<file path="src/rtl/jt12_eg_pkg.sv">
// Shared constants for the envelope step scheduler: slot count, increment row tables, rate thresholds.
// The rows are written MSB-first, so idx 0 is the leftmost character of each string.
package jt12_eg_pkg;

    localparam int EG_SLOTS = 24;

    localparam logic [7:0] EG_L0 = 8'b01010101;
    localparam logic [7:0] EG_L1 = 8'b01010111;
    localparam logic [7:0] EG_L2 = 8'b01110111;
    localparam logic [7:0] EG_L3 = 8'b01111111;

    localparam logic [7:0] EG_H0 = 8'b00000000;
    localparam logic [7:0] EG_H1 = 8'b00010001;
    localparam logic [7:0] EG_H2 = 8'b01010101;
    localparam logic [7:0] EG_H3 = 8'b01110111;

    localparam logic [5:0] RATE_FAST = 6'd48;
    localparam logic [5:0] RATE_MAX  = 6'd60;

    function automatic logic eg_row_bit(input logic [7:0] row, input logic [2:0] idx);
        return row[3'd7 - idx];
    endfunction

endpackage

</file>
<file path="src/rtl/jt12_eg_inc.sv">
// Combinational (rate, idx) -> attenuation increment lookup; zero latency, no state.
// Shared between the normal envelope path and the SSG-EG path.
module jt12_eg_inc
    import jt12_eg_pkg::*;
(
    input  logic [5:0] i_rate,
    input  logic [2:0] i_idx,
    output logic [3:0] o_inc
);

    logic [7:0] w_lrow;
    logic [7:0] w_hrow;
    logic       w_lbit;
    logic       w_hbit;
    logic [3:0] w_base;

    always_comb begin
        w_lrow = EG_L0;
        w_hrow = EG_H0;
        case (i_rate[1:0])
            2'd0: begin w_lrow = EG_L0; w_hrow = EG_H0; end
            2'd1: begin w_lrow = EG_L1; w_hrow = EG_H1; end
            2'd2: begin w_lrow = EG_L2; w_hrow = EG_H2; end
            default: begin w_lrow = EG_L3; w_hrow = EG_H3; end
        endcase
        w_lbit = eg_row_bit(w_lrow, i_idx);
        w_hbit = eg_row_bit(w_hrow, i_idx);
        // fast rates 48..59 have rate[5:2] in 12..14, giving base 1, 2 or 4
        w_base = 4'd1 << 2'(i_rate[5:2] - 4'd12);

        o_inc = 4'd0;
        if (i_rate >= RATE_MAX) begin
            o_inc = 4'd8;
        end else if (i_rate >= RATE_FAST) begin
            o_inc = w_base << w_hbit;
        end else if (i_rate >= 6'd2) begin
            o_inc = {3'b000, w_lbit};
        end
    end

endmodule

</file>
<file path="src/rtl/jt12_eg_sched.sv">
// Envelope step scheduler: slot sequencer, per-pass change detect and a 2-stage step decision pipeline.
// Step result for slot N appears 2 clk_en pulses after its rate is sampled; everything holds while clk_en is low.
module jt12_eg_sched
    import jt12_eg_pkg::*;
#(
    parameter int SLOTS = EG_SLOTS,
    parameter int CNTW  = 15
) (
    input  logic            clk,
    input  logic            rst_n,
    input  logic            clk_en,
    input  logic [CNTW-1:0] eg_cnt,
    input  logic [5:0]      rate,
    output logic [4:0]      slot,
    output logic            zero,
    output logic            step_en,
    output logic [3:0]      step_inc,
    output logic [4:0]      step_slot
);

    localparam logic [CNTW-1:0] CNT_ONE  = {{(CNTW-1){1'b0}}, 1'b1};
    localparam logic [4:0]      SLOT_TOP = 5'(SLOTS - 1);

    logic [4:0]      r_slot;
    logic [CNTW-1:0] r_prev_cnt;
    logic            r_pass_active;

    logic            r_s1_vld;
    logic [4:0]      r_s1_slot;
    logic [5:0]      r_s1_rate;
    logic [CNTW-1:0] r_s1_cnt;

    logic            r_step_en;
    logic [3:0]      r_step_inc;
    logic [4:0]      r_step_slot;

    logic            w_slot0;
    logic            w_new_pass;
    logic            w_s1_vld;
    logic [3:0]      w_shift;
    logic [CNTW-1:0] w_mask;
    logic            w_fast;
    logic            w_hit;
    logic [2:0]      w_idx;
    logic [3:0]      w_inc;
    logic            w_step;

    assign w_slot0 = (r_slot == 5'd0);
    // any difference, including the 0x7FFF -> 0 wrap, marks the counter as having ticked
    assign w_new_pass = (eg_cnt != r_prev_cnt);
    assign w_s1_vld   = w_slot0 ? w_new_pass : r_pass_active;

    always_ff @(posedge clk or negedge rst_n) begin
        if (!rst_n) begin
            r_slot        <= 5'd0;
            r_prev_cnt    <= '0;
            r_pass_active <= 1'b0;
        end else if (clk_en) begin
            r_slot <= (r_slot == SLOT_TOP) ? 5'd0 : r_slot + 5'd1;
            if (w_slot0) begin
                r_pass_active <= w_new_pass;
                r_prev_cnt    <= eg_cnt;
            end
        end
    end

    always_ff @(posedge clk or negedge rst_n) begin
        if (!rst_n) begin
            r_s1_vld  <= 1'b0;
            r_s1_slot <= 5'd0;
            r_s1_rate <= 6'd0;
            r_s1_cnt  <= '0;
        end else if (clk_en) begin
            r_s1_vld  <= w_s1_vld;
            r_s1_slot <= r_slot;
            r_s1_rate <= rate;
            r_s1_cnt  <= eg_cnt;
        end
    end

    // w_shift is only meaningful below RATE_FAST, where rate[5:2] <= 11
    always_comb begin
        w_fast  = (r_s1_rate >= RATE_FAST);
        w_shift = 4'd11 - r_s1_rate[5:2];
        w_mask  = (CNT_ONE << w_shift) - CNT_ONE;
        w_hit   = w_fast || ((r_s1_cnt & w_mask) == '0);
        w_idx   = w_fast ? r_s1_cnt[2:0] : 3'(r_s1_cnt >> w_shift);
    end

    jt12_eg_inc u_inc (
        .i_rate (r_s1_rate),
        .i_idx  (w_idx),
        .o_inc  (w_inc)
    );

    assign w_step = r_s1_vld && w_hit && (w_inc != 4'd0);

    always_ff @(posedge clk or negedge rst_n) begin
        if (!rst_n) begin
            r_step_en   <= 1'b0;
            r_step_inc  <= 4'd0;
            r_step_slot <= 5'd0;
        end else if (clk_en) begin
            r_step_en   <= w_step;
            r_step_inc  <= w_step ? w_inc : 4'd0;
            r_step_slot <= r_s1_slot;
        end
    end

    assign slot      = r_slot;
    assign zero      = w_slot0;
    assign step_en   = r_step_en;
    assign step_inc  = r_step_inc;
    assign step_slot = r_step_slot;

endmodule

</file>
<file path="config.mk">
export PLATFORM = sky130hd
export DESIGN_NAME = jt12_eg_sched
export DESIGN_NICKNAME = d
export VERILOG_FILES = /design/src/rtl/jt12_eg_pkg.sv /design/src/rtl/jt12_eg_inc.sv /design/src/rtl/jt12_eg_sched.sv
export SDC_FILE = /design/constraint.sdc
export NUM_CORES = 1
export LEC_CHECK = 0
export ABC_CLOCK_PERIOD_IN_PS = 6900
export CORE_UTILIZATION = 60
export DETAILED_ROUTE_END_ITERATION = 10
export HOLD_SLACK_MARGIN = 0.12
export PLACE_DENSITY = 0.85
export SYNTH_ARGS = -nofsm -noshare
export SYNTH_HDL_FRONTEND = slang
export SYNTH_SLANG_ARGS = --single-unit
</file>
<file path="constraint.sdc">
create_clock -name clk -period 6.9 [get_ports clk]
set_input_delay 1.725 -clock clk [delete_from_list [all_inputs] [get_ports clk]]
set_output_delay 1.725 -clock clk [all_outputs]
set_load 0.1 [all_outputs]
</file>
==> flow_summary_export.csv <==
group,metric,value,unit
timing,setup_violations,0,
global_routing,gr-usage-all-layers,28.0,%
clock_network,cts_hold_buf,0,
min_path,hp-class,"register to register",
die,core,0.00524,mm2
detailed_routing,drcViolationCount,0,
detailed_routing,drt_iter0_drc,235,
worst_setup_path,cp_data_required_time,5.18,ns
global_routing,grt_max_degree,58,
synthesis,ys_seq_area_share,42.5,%
power,internal_power,0.873,mW
placement,io_buffers,39,
timing,finalClockSkew,0.00927,ns
global_routing,gr-total-overflow,0,
worst_setup_path,cp.arrival,2.60,ns
synthesis,synth.top_cell.area_share,42.5,%
final_layout,drive_gt1_share,21.0,%
worst_setup_path,crit_path_end_kind,"primary output",
detailed_routing,first_pass_iters,5,
placement,gp_congestion,1.01,
final_layout,layout_common_cells,"dfrtp_1, mux2_2, clkdlybuf4s50_1",
synthesis,yosysTopAreaCell,"dfrtp_1",
power,p_seq_share,35.9,%
placement,dpl.hpwl,5160,um
timing,rsz0062_at_grt,"no",
synthesis,synth_warnings,0,
clock_network,cts.path.max_buffers,2,
power,peakVddDrop,0.000427,V
detailed_routing,vias,2642,
synthesis,synth_top_family_by_area,"multiplexers",
clock_network,cts_tree,"built",
synthesis,synth_edf_count,0,
global_routing,grt_pass1_vias,2578,
clock_network,clk_pin_slew,0.07,ns
final_layout,diodes,0,
synthesis,ys_seq_elements,57,
detailed_routing,final_antenna_net_count,0,
die,rows,26,
clock_network,clk_latency,0.34,ns
placement,place_ws,2.78,ns
die,die_w,76.8,um
final_layout,n_fill_cell,344,
run_status,status,"finished, final reports clean",
final_layout,area_growth,18.7,%
synthesis,synth-xor-area-share,4.44,%
synthesis,synth_cells,313,
die,die_h,76.8,um
timing,hold_viol_final,0,
power,p_per_area,373,mW/mm2
clock_network,clkSinkCount,57,
job,cap_violations,0,
power,pwr-share-clk,24.0,%
synthesis,synth.area.top_cells,"dfrtp_1, mux2_2, xnor2_1, mux4_2, ha_1",
timing,period_needed,4.33,ns
clock_network,htree_levels,3,
worst_setup_path,crit_type,"register to primary output",
power,p_sw_share,41.2,%
final_layout,nets,379,
global_routing,grt_pass1_wl,12600,um
power,p_sw,0.613,mW
global_routing,antenna_found_initial,0,
clock_network,cts_setup_buffers,0,
synthesis,avgSynthCellArea,10.7,um2
timing,finalSetupTns,0,ns
clock_network,numCtsBuffers,9,
timing,finalCritPeriodShare,62.7,%
power,p_leak,1.60,nW
synthesis,synthMuxAreaShare,19.9,%
clock_network,root_buffer,"clkbuf_8",
synthesis,synth_adder_area_share,3.62,%
worst_setup_path,cp-start-kind,"register",
die,pin_count,40,
die,floorplan.initialDensity,64.0,%
synthesis,async_flop_share,100,%
detailed_routing,drt_wl_total,7560,um
worst_setup_path,path_max_fanout,5,
synthesis,postSynth.topFlopCell,"dfrtp_1",
timing,worst_slack,2.57,ns
timing,tightest_slew,0.998,ns
die,die-area,0.00589,mm2
timing,slew_headroom,33.2,%
detailed_routing,drt-vias-per-instance,6.26,
final_layout,fin_util,76.0,%
synthesis,synth_compound_area_share,12.4,%
synthesis,synth_cell_types,57,
clock_network,ctsResizeCount,0,
timing,fmax,0.231,GHz
detailed_routing,routedWlPerCell,17.9,um
power,combPwrFrac,40.1,%
synthesis,syn_area,0.00335,mm2
synthesis,synth-simple-area-share,13.1,%
final_layout,final_common_cell,"dfrtp_1",
synthesis,syn_nets,345,
timing,maxSlewViolCount,0,
## worst paths after layout
kind                         startpoint              to  slack [ns]  cells after the start
max                             slot[0]            zero        2.57                      4
min                        r_s1_slot[4]    r_s1_slot[4]        0.50                      1
max reg2reg                r_s1_rate[4]     step_inc[0]        2.74                     12
min reg2reg                r_s1_slot[4]    r_s1_slot[4]        0.50                      1
max in group asynchronous         rst_n    step_slot[4]        4.93                      2
min in group asynchronous         rst_n  r_prev_cnt[10]        1.51                      2
## per-stage QoR
| step | std cells | cell area [um2] | power [mW] | hold slack, ns |
|---|---|---|---|---|
| after floorplan | 313 | 3350 | 0.975 | 0.475 |
| after global placement | 406 | 3750 | 1.10 | 0.487 |
| after detailed placement | 406 | 3750 | 1.13 | 0.493 |
| after CTS | 422 | 3980 | 1.49 | 0.508 |
| after global routing | 422 | 3980 | 1.55 | 0.517 |
| final | 422 | 3980 | 1.49 | 0.503 |
## logic make-up after synthesis
group / count (synthesis)
and+or+nand+nor: 83
adders and majority gates: 10
DFF: 57
buffers and inverters: 32
AOI/OAI and AO/OA: 59
xor gates and xnor gates: 17
muxes: 55
## power by group through the flow
stage | Sequential, mW | Clock, mW | Combinational, mW
floorplan | 0.702 | 0 | 0.273
global placement | 0.526 | 0 | 0.578
detailed placement | 0.533 | 0 | 0.592
CTS | 0.531 | 0.358 | 0.598
global route | 0.545 | 0.372 | 0.632
finish | 0.533 | 0.357 | 0.596
## synthesized netlist by cell type (all sizes together), types with 2 or more instances
cell and instances:
inv 14, o221ai 3, xnor2 17, a31oi 3, nor4 4, a21oi 8, mux2i 7, mux2 43
a21boi 3, buf 7, a211oi 4, o22ai 4, nor3 6, and2 2, o211ai 2, dfrtp 57
clkbuf 11, nand4 6, maj3 2, mux4 5, nand2b 13, or2 3, a22oi 2, o21ai 16
nor2 10, a221o 3, nand2 22, nand3 8, ha 8, nand4b 2, nor2b 2
## area by class of cell
| class | count | area, um2 | share of cell area, % |
|---|---|---|---|
| flip-flops and latches | 57 | 1430 | 35.8 |
| clock inverters | 6 | 91.3 | 2.29 |
| clock buffers | 10 | 138 | 3.46 |
| inverters | 14 | 52.6 | 1.32 |
| repair buffers | 41 | 395 | 9.93 |
| multi-input cells | 224 | 1790 | 45.0 |
| well taps | 70 | 87.6 | 2.20 |
## sequential cells by signal (all words and copies together), names as in the netlist
| register | count |
|---|---|
| r_prev_cnt | 15 |
| r_s1_cnt | 15 |
| r_s1_rate | 6 |
| r_s1_slot | 5 |
| r_s1_vld | 1 |
| slot | 5 |
| step_en | 1 |
| step_inc | 4 |
| step_slot | 5 |
## critical path: stages (launching register included)
cell	delay (ns)
dfrtp_1	0.43
inv_1	0.14
ha_1	0.16
nor4b_1	0.31
clkdlybuf4s50_1	1.21
## metal layers
layer	routed length, um	global-route usage, %
met4	262	14.4
met5	0	0
met1	3270	36.3
met3	433	7.38
met2	3600	43.1
Power figures use the tool's default switching activity.
